<file path="config.mk">
export PLATFORM = sky130hd
export DESIGN_NAME = fetch_pc_gen_flat
export DESIGN_NICKNAME = d
export VERILOG_FILES = /design/src/rtl/fetch_pkg.sv /design/src/rtl/fetch_pc_gen_if.sv /design/src/rtl/fetch_redirect_arbiter.sv /design/src/rtl/fetch_pc_gen.sv /design/src/flat_wrapper.sv
export SDC_FILE = /design/constraint.sdc
export NUM_CORES = 1
export LEC_CHECK = 0
export BUFFER_PORTS_ARGS = -buffer_cell sky130_fd_sc_hd__buf_4
export CAP_MARGIN = 20
export CORE_MARGIN = 5
export CORE_UTILIZATION = 33
export CTS_CLUSTER_DIAMETER = 100
export DETAILED_ROUTE_END_ITERATION = 8
export PLACE_DENSITY_LB_ADDON = 0.08
export SLEW_MARGIN = 40
export SYNTH_ARGS = -nofsm -noshare
export SYNTH_HDL_FRONTEND = slang
export SYNTH_HIERARCHICAL = 1
export SYNTH_SLANG_ARGS = --single-unit
export TNS_END_PERCENT = 50
</file>
<file path="constraint.sdc">
create_clock -name clock -period 2.65 [get_ports clock]
set_input_delay 0.1325 -clock clock [delete_from_list [all_inputs] [get_ports clock]]
set_output_delay 0.1325 -clock clock [all_outputs]
set_load 0.01 [all_outputs]
</file>
<file path="src/rtl/fetch_pkg.sv">
// Shared fetch front-end types and constants, also used by branch presolve and icache.
package fetch_pkg;

   localparam int unsigned FETCH_GROUP_BYTES = 8;
   localparam int unsigned FETCH_ALIGN_BITS  = 3;

   typedef logic [63:0] pc_t;

   typedef enum logic {
      BOOT = 1'b0,
      RUN  = 1'b1
   } fetch_state_t;

   function automatic pc_t fetch_align(input pc_t pc);
      return {pc[63:FETCH_ALIGN_BITS], {FETCH_ALIGN_BITS{1'b0}}};
   endfunction

endpackage

</file>
<file path="src/rtl/fetch_pc_gen_if.sv">
// Redirect inputs and icache fetch request handshake of the fetch PC generator.
interface fetch_pc_gen_if;
   import fetch_pkg::*;

   logic io_i_backend_redirect_valid;
   pc_t  io_i_backend_redirect_target;
   logic io_i_branch_presolve_pack_valid;
   pc_t  io_i_branch_presolve_pack_pc;
   logic io_i_fetch_req_ready;
   logic io_o_fetch_req_valid;
   pc_t  io_o_fetch_req_pc;
   logic io_o_flush;

   modport master (
      input  io_i_backend_redirect_valid,
      input  io_i_backend_redirect_target,
      input  io_i_branch_presolve_pack_valid,
      input  io_i_branch_presolve_pack_pc,
      input  io_i_fetch_req_ready,
      output io_o_fetch_req_valid,
      output io_o_fetch_req_pc,
      output io_o_flush
   );

   modport slave (
      output io_i_backend_redirect_valid,
      output io_i_backend_redirect_target,
      output io_i_branch_presolve_pack_valid,
      output io_i_branch_presolve_pack_pc,
      output io_i_fetch_req_ready,
      input  io_o_fetch_req_valid,
      input  io_o_fetch_req_pc,
      input  io_o_flush
   );

endinterface

</file>
<file path="src/rtl/fetch_redirect_arbiter.sv">
// Next-PC priority mux: backend redirect, then qualified presolve, then sequential advance.
module fetch_redirect_arbiter
   import fetch_pkg::*;
(
   input  logic         backend_valid,
   input  pc_t          backend_target,
   input  logic         presolve_valid,
   input  pc_t          presolve_pc,
   input  logic         fire,
   input  pc_t          pc_q,
   input  logic [2:0]   squash_cnt,
   input  fetch_state_t state,
   output pc_t          next_pc,
   output logic         redirect_taken
);

   always_comb begin
      next_pc        = pc_q;
      redirect_taken = 1'b0;
      if (backend_valid) begin
         next_pc        = backend_target;
         redirect_taken = 1'b1;
      end else if (presolve_valid && (squash_cnt == 3'd0) && (state == RUN)) begin
         next_pc        = presolve_pc;
         redirect_taken = 1'b1;
      end else if (fire) begin
         // Redirect targets stay unaligned; only the sequential step snaps to the fetch group.
         next_pc = fetch_align(pc_q) + pc_t'(FETCH_GROUP_BYTES);
      end
   end

endmodule

</file>
<file path="src/rtl/fetch_pc_gen.sv">
// Fetch PC generator: holds the fetch PC, squash window and flush pulse.
//   state | meaning
//   BOOT  | first cycle after reset, no fetch request, presolve ignored
//   RUN   | issuing fetch requests continuously
module fetch_pc_gen
   import fetch_pkg::*;
#(
   parameter pc_t         RESET_PC      = 64'h0000_0000_8000_0000,
   parameter int unsigned SQUASH_CYCLES = 2
)(
   input  logic          clock,
   input  logic          reset,
   fetch_pc_gen_if.master bus
);

   localparam logic [2:0] SQUASH_LOAD = 3'(SQUASH_CYCLES);

   fetch_state_t state;
   pc_t          pc_q;
   pc_t          next_pc;
   logic [2:0]   squash_cnt;
   logic         flush_q;
   logic         req_valid_q;
   logic         redirect_taken;
   logic         fire;

   assign fire = req_valid_q & bus.io_i_fetch_req_ready;

   fetch_redirect_arbiter u_arbiter (
      .backend_valid  (bus.io_i_backend_redirect_valid),
      .backend_target (bus.io_i_backend_redirect_target),
      .presolve_valid (bus.io_i_branch_presolve_pack_valid),
      .presolve_pc    (bus.io_i_branch_presolve_pack_pc),
      .fire           (fire),
      .pc_q           (pc_q),
      .squash_cnt     (squash_cnt),
      .state          (state),
      .next_pc        (next_pc),
      .redirect_taken (redirect_taken)
   );

   always_ff @(posedge clock or negedge reset) begin
      if (!reset) begin
         state       <= BOOT;
         req_valid_q <= 1'b0;
         pc_q        <= RESET_PC;
         squash_cnt  <= 3'd0;
         flush_q     <= 1'b0;
      end else begin
         case (state)
            BOOT: begin
               state       <= RUN;
               req_valid_q <= 1'b1;
            end
            RUN: begin
               state       <= RUN;
               req_valid_q <= 1'b1;
            end
         endcase
         pc_q    <= next_pc;
         flush_q <= redirect_taken;
         if (bus.io_i_backend_redirect_valid)
            squash_cnt <= SQUASH_LOAD;
         else if (squash_cnt != 3'd0)
            squash_cnt <= squash_cnt - 3'd1;
      end
   end

   assign bus.io_o_fetch_req_valid = req_valid_q;
   assign bus.io_o_fetch_req_pc    = pc_q;
   assign bus.io_o_flush           = flush_q;

endmodule

</file>
<file path="src/flat_wrapper.sv">
// flat-port wrapper written by rule: the top's interface ports become plain ports
module fetch_pc_gen_flat import fetch_pkg::*;
#(
   parameter pc_t         RESET_PC      = 64'h0000_0000_8000_0000,
   parameter int unsigned SQUASH_CYCLES = 2
)
  (clock, reset, bus_io_i_backend_redirect_valid, bus_io_i_backend_redirect_target, bus_io_i_branch_presolve_pack_valid, bus_io_i_branch_presolve_pack_pc, bus_io_i_fetch_req_ready, bus_io_o_fetch_req_valid, bus_io_o_fetch_req_pc, bus_io_o_flush);
  fetch_pc_gen_if bus_i ();
  input  logic clock;
  input  logic reset;
  input wire logic [$bits(bus_i.io_i_backend_redirect_valid)-1:0] bus_io_i_backend_redirect_valid;
  input wire logic [$bits(bus_i.io_i_backend_redirect_target)-1:0] bus_io_i_backend_redirect_target;
  input wire logic [$bits(bus_i.io_i_branch_presolve_pack_valid)-1:0] bus_io_i_branch_presolve_pack_valid;
  input wire logic [$bits(bus_i.io_i_branch_presolve_pack_pc)-1:0] bus_io_i_branch_presolve_pack_pc;
  input wire logic [$bits(bus_i.io_i_fetch_req_ready)-1:0] bus_io_i_fetch_req_ready;
  output wire logic [$bits(bus_i.io_o_fetch_req_valid)-1:0] bus_io_o_fetch_req_valid;
  output wire logic [$bits(bus_i.io_o_fetch_req_pc)-1:0] bus_io_o_fetch_req_pc;
  output wire logic [$bits(bus_i.io_o_flush)-1:0] bus_io_o_flush;
  assign bus_i.io_i_backend_redirect_valid = bus_io_i_backend_redirect_valid;
  assign bus_i.io_i_backend_redirect_target = bus_io_i_backend_redirect_target;
  assign bus_i.io_i_branch_presolve_pack_valid = bus_io_i_branch_presolve_pack_valid;
  assign bus_i.io_i_branch_presolve_pack_pc = bus_io_i_branch_presolve_pack_pc;
  assign bus_i.io_i_fetch_req_ready = bus_io_i_fetch_req_ready;
  assign bus_io_o_fetch_req_valid = bus_i.io_o_fetch_req_valid;
  assign bus_io_o_fetch_req_pc = bus_i.io_o_fetch_req_pc;
  assign bus_io_o_flush = bus_i.io_o_flush;
  fetch_pc_gen #(.RESET_PC(RESET_PC), .SQUASH_CYCLES(SQUASH_CYCLES)) u_core (.clock(clock), .reset(reset), .bus(bus_i));
endmodule
</file>
# Word level (Yosys, flattened, before mapping)
# Cells that the tools add are included.
# word_totals
register_bits,69
elab_cells,20
# classes
addsub,2
muxes,7
n_bitwise,1
n_reduce_logical,6
# op_table
cell,n
$mux W64,3
$add A64 B4 Y64 const B,1
$mux W3,2
$reduce_bool A3 Y1,2
$logic_not A3 Y1,1
$sub A3 B1 Y3 const B,1
$logic_and A1 B1 Y1,2
$mux W1,2
$reduce_bool A2 Y1,1
$and A1 B1 Y1,1

# Logic depth before layout (Yosys ltp)
# Gate-level depths: netlist of run 1.
# logic_depth
ltp_word,5
depth_mapped,9
ltp_nobuf,6

# Hierarchy
# The synthesis of run 1 kept the hierarchy.
# by_module_without_submodules
mod,n_inst,cells_each,area_per_inst_um2,seq_area_each_um2
fetch_redirect_arbiter,1,517,3020.4,0.0
fetch_pc_gen,1,85,1840.5,1727.9

# Worst setup path before layout of run 1
# Ideal clock, no wire load.
# synth_path
path_type,reg2reg
from,"register u_core.req_valid_q, in the netlist u_core/bus.io_o_fetch_req_valid"
to,"register u_core.pc_q[49], in the netlist u_core/bus.io_o_fetch_req_pc[49]"
setup_ns,0.131
arrival_ns,2.377
required_time_ns,2.519
setup_slack_ns,0.142
path_stages_with_launch,9
path_cell_list,dfrtp_1 > and2_1 > buf_2 > and4_1 > buf_2 > nand4_1 > or4_4 > and3_1 > or3_1
# synth_lines
item,line,text
from (decl),fetch_pc_gen.sv:23,logic req_valid_q;
from (signal assigned),fetch_pc_gen.sv:45,req_valid_q <= 1'b0;
from (signal assigned),fetch_pc_gen.sv:53,req_valid_q <= 1'b1;
from (signal assigned),fetch_pc_gen.sv:57,req_valid_q <= 1'b1;
$and A1 B1 Y1,fetch_pc_gen.sv:27,assign fire = req_valid_q & bus.io_i_fetch_req_ready;
named net u_core.fire,fetch_pc_gen.sv:25,logic fire;
$reduce_bool A3 Y1 (no line),--,
to (signal assigned),fetch_pc_gen.sv:60,pc_q <= next_pc;
to (decl),fetch_pc_gen.sv:19,pc_t pc_q;
# The timed path passes the listed nets, and every way through them passes these cells.
# A chain may end at the register's enable or synchronous reset.

# Final worst setup path of run 1
# layout_path
from,"register u_core.pc_q[31], in the netlist u_core/bus.io_o_fetch_req_pc[31]"
to,"register u_core.pc_q[51], in the netlist u_core/bus.io_o_fetch_req_pc[51]"
# layout_via
elab_chain_len,4
# layout_lines
item,line,text
$add A64 B4 Y64,fetch_redirect_arbiter.sv:28,next_pc = fetch_align(pc_q) + pc_t'(FETCH_GROUP_BYTES);
$mux W64,fetch_redirect_arbiter.sv:26,end else if (fire) begin
$mux W64,fetch_redirect_arbiter.sv:23,end else if (presolve_valid && (squash_cnt == 3'd0) && (state == RUN)) begin
$mux W64,fetch_redirect_arbiter.sv:20,if (backend_valid) begin
named net u_core.next_pc[51],fetch_pc_gen.sv:20,pc_t next_pc;
# The timed path passes the listed nets, and every way through them passes these cells. The select of a mux whose other input is x is not followed.

==> results.py, run 1 <==
metrics = {
    "worst_setup_path": {
        "regToRegEndpoint": "u_core/bus.io_o_fetch_req_pc[51]",
        "rr_worst_depth": 5,
        "critPathMaxStageDelay_ns": 0.68,
        "rr_startpoint": "u_core/bus.io_o_fetch_req_pc[31]",
        "critPathMostFrequentCell": "and3_1",
        "cp_cell_sequence": "and3_1 -> nand4_1 -> or4_4 -> and3_1 -> or3_1",
        "required_ns": 2.87,
        "worstPathArrival_ns": 2.68,
        "rrSetupSlack_ns": 0.19,
        "slowest_stage": "or4_4",
        "crit_type": "flip-flop to flip-flop",
        "cp_max_fo": 9,
        "crit_path_start_kind": "flip-flop",
        "crit_path_end_kind": "flip-flop",
    },
    "clock_tree": {
        "clock_latency_ns": 0.34,
        "root_buffer": "clkbuf_16",
        "cts_sinks": 69,
        "htree_levels": 3,
        "post-cts-setup-buffer-count": 0,
        "clock_path_buffers": 2,
        "cts_tree": "yes",
        "clk_pin_slew_worst_paths_ns": 0.06,
        "numCtsBuffers": 9,
    },
    "min_path": {
        "whs_path_depth": 3,
        "hold_path_startpoint": "bus_io_i_backend_redirect_target[31]",
        "hold_path.class": "primary input to flip-flop",
        "min_to": "u_core/bus.io_o_fetch_req_pc[31]",
    },
    "power_and_ir_drop": {
        "p_sw_share_pct": 31.1,
        "p_leak_nw": 3.22,
        "seq_power_share_pct": 34.8,
        "netSwitchingPower_mw": 1.29,
        "p_int_mw": 2.86,
        "combPwrFrac_pct": 30.1,
        "pwr-share-clk_pct": 35.1,
        "ir_worst_vdd_v": 0.000233,
        "powerDensity_nw_per_um2": 572,
    },
    "logic_synthesis": {
        "yosysTopAreaCell": "dfrtp_1",
        "yosysWarnings": 6,
        "syn_avg_cell_area_um2": 8.07,
        "ys_seq_elements": 69,
        "ys_types": 51,
        "synth_nets": 738,
        "async_flop_share_pct": 100,
        "synth_area_um2": 4860,
        "synth_edf_count": 0,
        "yosys-top-cells-area": "dfrtp_1 (35%), nand2_1 (7.5%), xnor2_1 (4.3%), mux2i_1 (3.9%), nand3_1 (3.8%)",
        "seq_area_frac_synth_pct": 35.5,
        "ys.flop_type": "dfrtp_1",
        "synth_top_area_share_pct": 35.0,
        "syn_inst": 602,
    },
    "global_routing": {
        "gr-total-overflow": 0,
        "grt.busiest_layer": "met2",
        "grt_usage_pct": 20.6,
        "grt_pass1_vias": 5632,
        "grt_use_met3_pct": 5.85,
        "grt_antenna_before_repair": 0,
        "grt_max_degree": 70,
        "grt_use_met1_pct": 25.6,
        "grt_pass1_wl_um": 29600,
        "gr-usage-met2_pct": 34.9,
    },
    "die": {
        "initial_core_util_pct": 33.6,
        "core_area_um2": 14500,
        "dieArea_um2": 17300,
        "fp.dieW_um": 131,
        "io_pins": 199,
        "die_height_um": 131,
        "fp-row-count": 44,
    },
    "sta": {
        "min_period_over_period_pct": 92.9,
        "setup_viol": 0,
        "period_needed_ns": 2.46,
        "relSlewSlack_pct": 51.8,
        "grt_setup_unrepaired": "no",
        "drv_slew": 0,
        "tns_ns": 0,
        "worstMarginPinSlew_ns": 0.722,
        "skew_ns": 0.00668,
        "hold_violations": 0,
        "max_freq_mhz": 406,
    },
    "route": {
        "drtPass1Iterations": 4,
        "viasPerCell": 5.37,
        "post_drt_wl_per_cell_um": 17.8,
        "ant_nets": 0,
        "drc": 0,
        "vias": 5421,
        "drt-total-wl_um": 18000,
        "drt-initial-drc-count": 218,
    },
    "placed_design": {
        "place.gp.congestion": 0.805,
        "dp_hpwl_um": 13400,
        "portBuffers": 198,
        "dp.cells": 969,
    },
    "layout": {
        "ff_latch_area_um2": 1730,
        "fillCellCount": 1457,
        "diodes": 0,
        "multi_input_area_um2": 2920,
        "layout-drive-gt1-share_pct": 32.1,
        "syn2layout_area_growth_pct": 49.4,
        "final_nets": 956,
        "final_cells": 1009,
    },
    "status": {
        "status": "finished, final reports clean",
    },
    "flow_run": {
        "drv_cap": 0,
    },
}
## metrics by stage
step / utilization, % / setup WS [ns] / cell area, µm² / power [mW] / hold slack [ns]
floorplan: - / 0.142 / 4860 / 2.01 / -0.163
global placement: 45.9 / 0.0928 / 6650 / 2.66 / 0.340
detailed placement: 45.9 / 0.0453 / 6650 / 2.70 / 0.195
CTS: 50.1 / 0.0429 / 7250 / 4.21 / 0.000233
global route: 50.2 / 0.0943 / 7260 / 4.41 / 0.0104
finish: 50.2 / 0.189 / 7260 / 4.15 / 0.00943
## power groups by stage
stage	clock network, mW	registers, mW	logic [mW]
2_1_floorplan	0	1.48	0.525
3_3_place_gp	0	1.45	1.21
3_5_place_dp	0	1.46	1.23
4_1_cts	1.49	1.45	1.27
5_1_grt	1.54	1.48	1.38
6_report	1.46	1.44	1.25
## registers in the layout, indices dropped and copies added, names as in the netlist
name and cells:
u_core/bus.io_o_fetch_req_pc 64, u_core/bus.io_o_flush 1, u_core/bus.io_o_fetch_req_valid 1, u_core/squash_cnt 3
## per-layer routing
layer / vias to the layer above / share of wire, %
li1: 2659 / -
met4: 0 / 1.4
met3: 13 / 7.2
met5: - / 0
met2: 160 / 49
met1: 2589 / 42
## what timing repair did
action	CTS	global route
setup endpoints to repair	0	7
hold buffers	24	0
resized for setup	0	3
endpoints found under the hold margin	91	0
## how the worst max path moves through the flow
stage                                  endpoint                              from  depth (start not counted)  slack [ns]
2_1_floorplan  u_core/bus.io_o_fetch_req_pc[49]   u_core/bus.io_o_fetch_req_valid                          8        0.14
3_3_place_gp   u_core/bus.io_o_fetch_req_pc[51]  u_core/bus.io_o_fetch_req_pc[13]                          5        0.09
3_5_place_dp   u_core/bus.io_o_fetch_req_pc[49]  u_core/bus.io_o_fetch_req_pc[13]                          5        0.05
4_1_cts        u_core/bus.io_o_fetch_req_pc[49]  u_core/bus.io_o_fetch_req_pc[13]                          5        0.04
5_1_grt        u_core/bus.io_o_fetch_req_pc[49]   u_core/bus.io_o_fetch_req_valid                          6        0.09
6_report       u_core/bus.io_o_fetch_req_pc[51]  u_core/bus.io_o_fetch_req_pc[31]                          5        0.19
## logic make-up after synthesis
family	share of synthesized area (%)
simple gates	35.7
compound gates	12.9
flops	35.5
buf+inv	4.99
xor+xnor	5.59
mux	4.38
fa+ha+maj	0.772
other cells	0.0771
## cells in the mapped netlist, types with 9 or more instances
cell / number
dfrtp_1: 68
o31ai_1: 9
xnor2_1: 24
nor2_1: 28
nand2_1: 97
a21oi_1: 21
o221ai_1: 15
mux2i_1: 19
o21ai_0: 19
and3_1: 20
clkbuf_1: 35
nand4_1: 29
nand3_1: 37
nor4_1: 21
inv_1: 14
and4_1: 13
and2_1: 19
nor3_1: 28
## area by class of cell
type                    count  share of cell area [%]
multi-input cells         472                    40.2
clock inverters             3                    1.24
clock buffers              13                    3.72
repair buffers            254                    27.1
inverters                  14                   0.724
flip-flops and latches     69                    23.8
well taps                 184                    3.17
## cells in the final DEF (no fill, tap or decap), types with 2 or more instances in the layout
cell type and instances:
nor2_1 27, a21oi_1 20, o221ai_1 15, o31ai_1 9
and2_1 19, and4_1 13, a211o_1 2, or4b_2 2
xor2_1 7, a31oi_1 4, or4_4 4, dfrtp_1 68
clkbuf_16 9, xnor2_1 24, a221oi_1 7, dlygate4sd3_1 24
nand2b_1 3, nand2_1 97, ha_1 3, o21ai_0 19
a31o_2 5, o211ai_1 3, nor3b_1 4, mux2i_1 19
or4_1 5, or3_1 5, inv_1 14, nor4_2 2
a21oi_2 2, buf_4 229, nand3_1 37, and3_1 20
nand4_1 29, nor3_1 28, nor4_1 19, o31a_1 4
clkbuf_8 3, bufinv_16 3
## worst max-delay path, delay by kind of cell (launching register included)
family           cells  cell delay (ns)
AND/OR/NAND/NOR      5             1.78
flip-flops           1             0.56
Power figures use the tool's default switching activity.
==> run 2: changes to the inputs <==
- CORE_MARGIN: 5 -> 10
==> run 2 against run 1 <==
Effect of this change: wire length up 5.5%; worst hold slack worse by 0.0017 ns; worst setup slack better by 0.013 ns; critical path depth is 1 higher; clock power down 21%; count of clock-buffer cells in the layout grew 2; sequential share of layout area grew 0.61 points; die area rose by 16%; sequential power barely moved; via count is 0.18% lower; critical path type unchanged; largest cell class unchanged.
==> results.py, run 2 (same netlist as run 1, synthesis figures left out) <==
metrics = {
    "status": {
        "status": "finished, final reports clean",
    },
    "power_and_ir_drop": {
        "ir_worst_vdd_v": 0.000316,
        "powerDensity_nw_per_um2": 543,
        "p_leak_nw": 3.14,
    },
    "placed_design": {
        "place_ws_ns": 0.124,
        "dp.cells": 969,
        "place.gp.congestion": 0.828,
        "portBuffers": 198,
        "dp_hpwl_um": 14400,
    },
    "route": {
        "drtPass1Iterations": 6,
        "ant_nets": 0,
        "drt-total-wl_um": 19000,
        "vias": 5411,
        "drt-initial-drc-count": 310,
        "viasPerCell": 5.41,
        "drc": 0,
        "post_drt_wl_per_cell_um": 19.0,
    },
    "die": {
        "dieArea_um2": 20000,
        "fp.dieW_um": 141,
        "die_height_um": 141,
        "initial_core_util_pct": 33.6,
        "core_area_um2": 14500,
        "io_pins": 199,
        "fp-row-count": 44,
    },
    "global_routing": {
        "grt_usage_pct": 18.4,
        "grt_antenna_before_repair": 0,
        "grt_pass1_wl_um": 30000,
        "grt_pass1_vias": 5613,
        "gr-total-overflow": 0,
        "grt_max_degree": 74,
    },
    "worst_setup_path": {
        "crit_path_start_kind": "flip-flop",
        "rrSetupSlack_ns": 0.20,
        "crit_type": "flip-flop to flip-flop",
        "required_ns": 2.85,
        "cp_max_fo": 14,
        "worstPathArrival_ns": 2.65,
        "rr_startpoint": "u_core/bus.io_o_fetch_req_pc[15]",
        "regToRegEndpoint": "u_core/bus.io_o_fetch_req_pc[42]",
        "rr_worst_depth": 6,
        "crit_path_end_kind": "flip-flop",
    },
    "clock_tree": {
        "post-cts-setup-buffer-count": 0,
        "root_buffer": "clkbuf_16",
        "clock_path_buffers": 2,
        "numCtsBuffers": 9,
        "clock_latency_ns": 0.34,
        "cts_sinks": 69,
        "clk_pin_slew_worst_paths_ns": 0.06,
        "cts_tree": "yes",
        "htree_levels": 3,
    },
    "layout": {
        "largest_reg_flops": 64,
        "diodes": 0,
        "final_cells": 1000,
        "layout-drive-gt1-share_pct": 32.0,
        "layout_commonest_cell": "buf_4",
        "multi_input_area_um2": 2920,
        "syn2layout_area_growth_pct": 45.7,
        "final_nets": 947,
        "ff_latch_area_um2": 1730,
        "most-common-layout-cells": "buf_4 (229), nand2_1 (97), dfrtp_1 (68)",
        "fillCellCount": 1449,
    },
    "sta": {
        "skew_ns": 0.00881,
        "min_period_over_period_pct": 92.4,
        "period_needed_ns": 2.45,
        "tns_ns": 0,
        "layout_setup_ws_ns": 0.202,
        "setup_viol": 0,
        "grt_setup_unrepaired": "no",
        "relSlewSlack_pct": 54.0,
        "hold_violations": 0,
        "worstMarginPinSlew_ns": 0.690,
        "max_freq_mhz": 409,
        "drv_slew": 0,
    },
    "min_path": {
        "hold_path.class": "primary input to flip-flop",
        "min_to": "u_core/bus.io_o_fetch_req_pc[23]",
        "hold_path_startpoint": "bus_io_i_backend_redirect_target[23]",
        "whs_path_depth": 3,
    },
    "flow_run": {
        "drv_cap": 0,
    },
}
[run 2: cell count changes in the layout (fill, tap and decap cells not counted)]
cell	before	now
dlygate4sd3_1	24	15
clkbuf_8	3	2
or4_1	5	6
clkinv_2	0	1
clkbuf_1	1	4
or4_4	4	3
bufinv_16	3	0
[run 2: worst max-delay path by stage]
stage	from	endpoint	slack, ns	depth (start not counted)
3_5_place_dp	u_core/bus.io_o_fetch_req_pc[15]	u_core/bus.io_o_fetch_req_pc[51]	0.12	5
4_1_cts	u_core/bus.io_o_fetch_req_pc[15]	u_core/bus.io_o_fetch_req_pc[49]	0.12	5
2_1_floorplan	u_core/bus.io_o_fetch_req_valid	u_core/bus.io_o_fetch_req_pc[49]	0.14	8
3_3_place_gp	u_core/bus.io_o_fetch_req_pc[15]	u_core/bus.io_o_fetch_req_pc[51]	0.15	5
6_report	u_core/bus.io_o_fetch_req_pc[15]	u_core/bus.io_o_fetch_req_pc[42]	0.20	6
5_1_grt	u_core/bus.io_o_fetch_req_pc[15]	u_core/bus.io_o_fetch_req_pc[38]	0.03	6
[run 2: area by class of cell]
| type | instances | area share, % |
|---|---|---|
| multi-input combinational | 472 | 41.2 |
| timing repair buffer | 245 | 26.6 |
| sequential | 69 | 24.4 |
| clock buffer | 15 | 3.78 |
| tap | 184 | 3.25 |
| inverter | 14 | 0.742 |
| clock inverter | 1 | 0.0707 |
[run 2: through the flow]
stage	total power [mW]	util [%]	instance area (µm²)	hold slack [ns]
2_1_floorplan	2.01	-	4860	-0.163
3_3_place_gp	2.67	45.9	6650	0.338
3_5_place_dp	2.70	45.9	6650	0.200
4_1_cts	3.88	48.8	7070	0.000845
5_1_grt	4.07	48.9	7080	0.00999
6_report	3.85	48.9	7080	0.00772
[run 2: power by group]
part	internal [mW]	leakage, nW	switching (mW)
combinational	0.637	2.19	0.610
sequential	1.22	0.817	0.224
clock	0.686	0.134	0.473
total	2.54	3.14	1.31
[run 2: worst max-delay path, stage by stage (launching register included)]
cell	delay, ns
dfrtp_1	0.41
nand4_2	0.14
buf_4	0.17
or4_1	0.80
nor4_1	0.49
xnor2_1	0.16
o221ai_1	0.14
[run 2: layer usage]
| metal | up-vias | share of wire [%] | wire [µm] | GRT usage (%) |
|---|---|---|---|---|
| met5 | - | 0 | 0 | 0 |
| li1 | 2630 | - | - | - |
| met4 | 0 | 1.6 | 307 | 6.20 |
| met3 | 19 | 7.7 | 1470 | 5.61 |
| met1 | 2594 | 42 | 7910 | 22.1 |
| met2 | 168 | 49 | 9300 | 30.4 |
[run 2: what timing repair did]
action                                  CTS  global route
hold endpoints to repair                 82             0
endpoints found under the setup margin    0             2
hold buffers                             15             0
resized for setup                         0             2
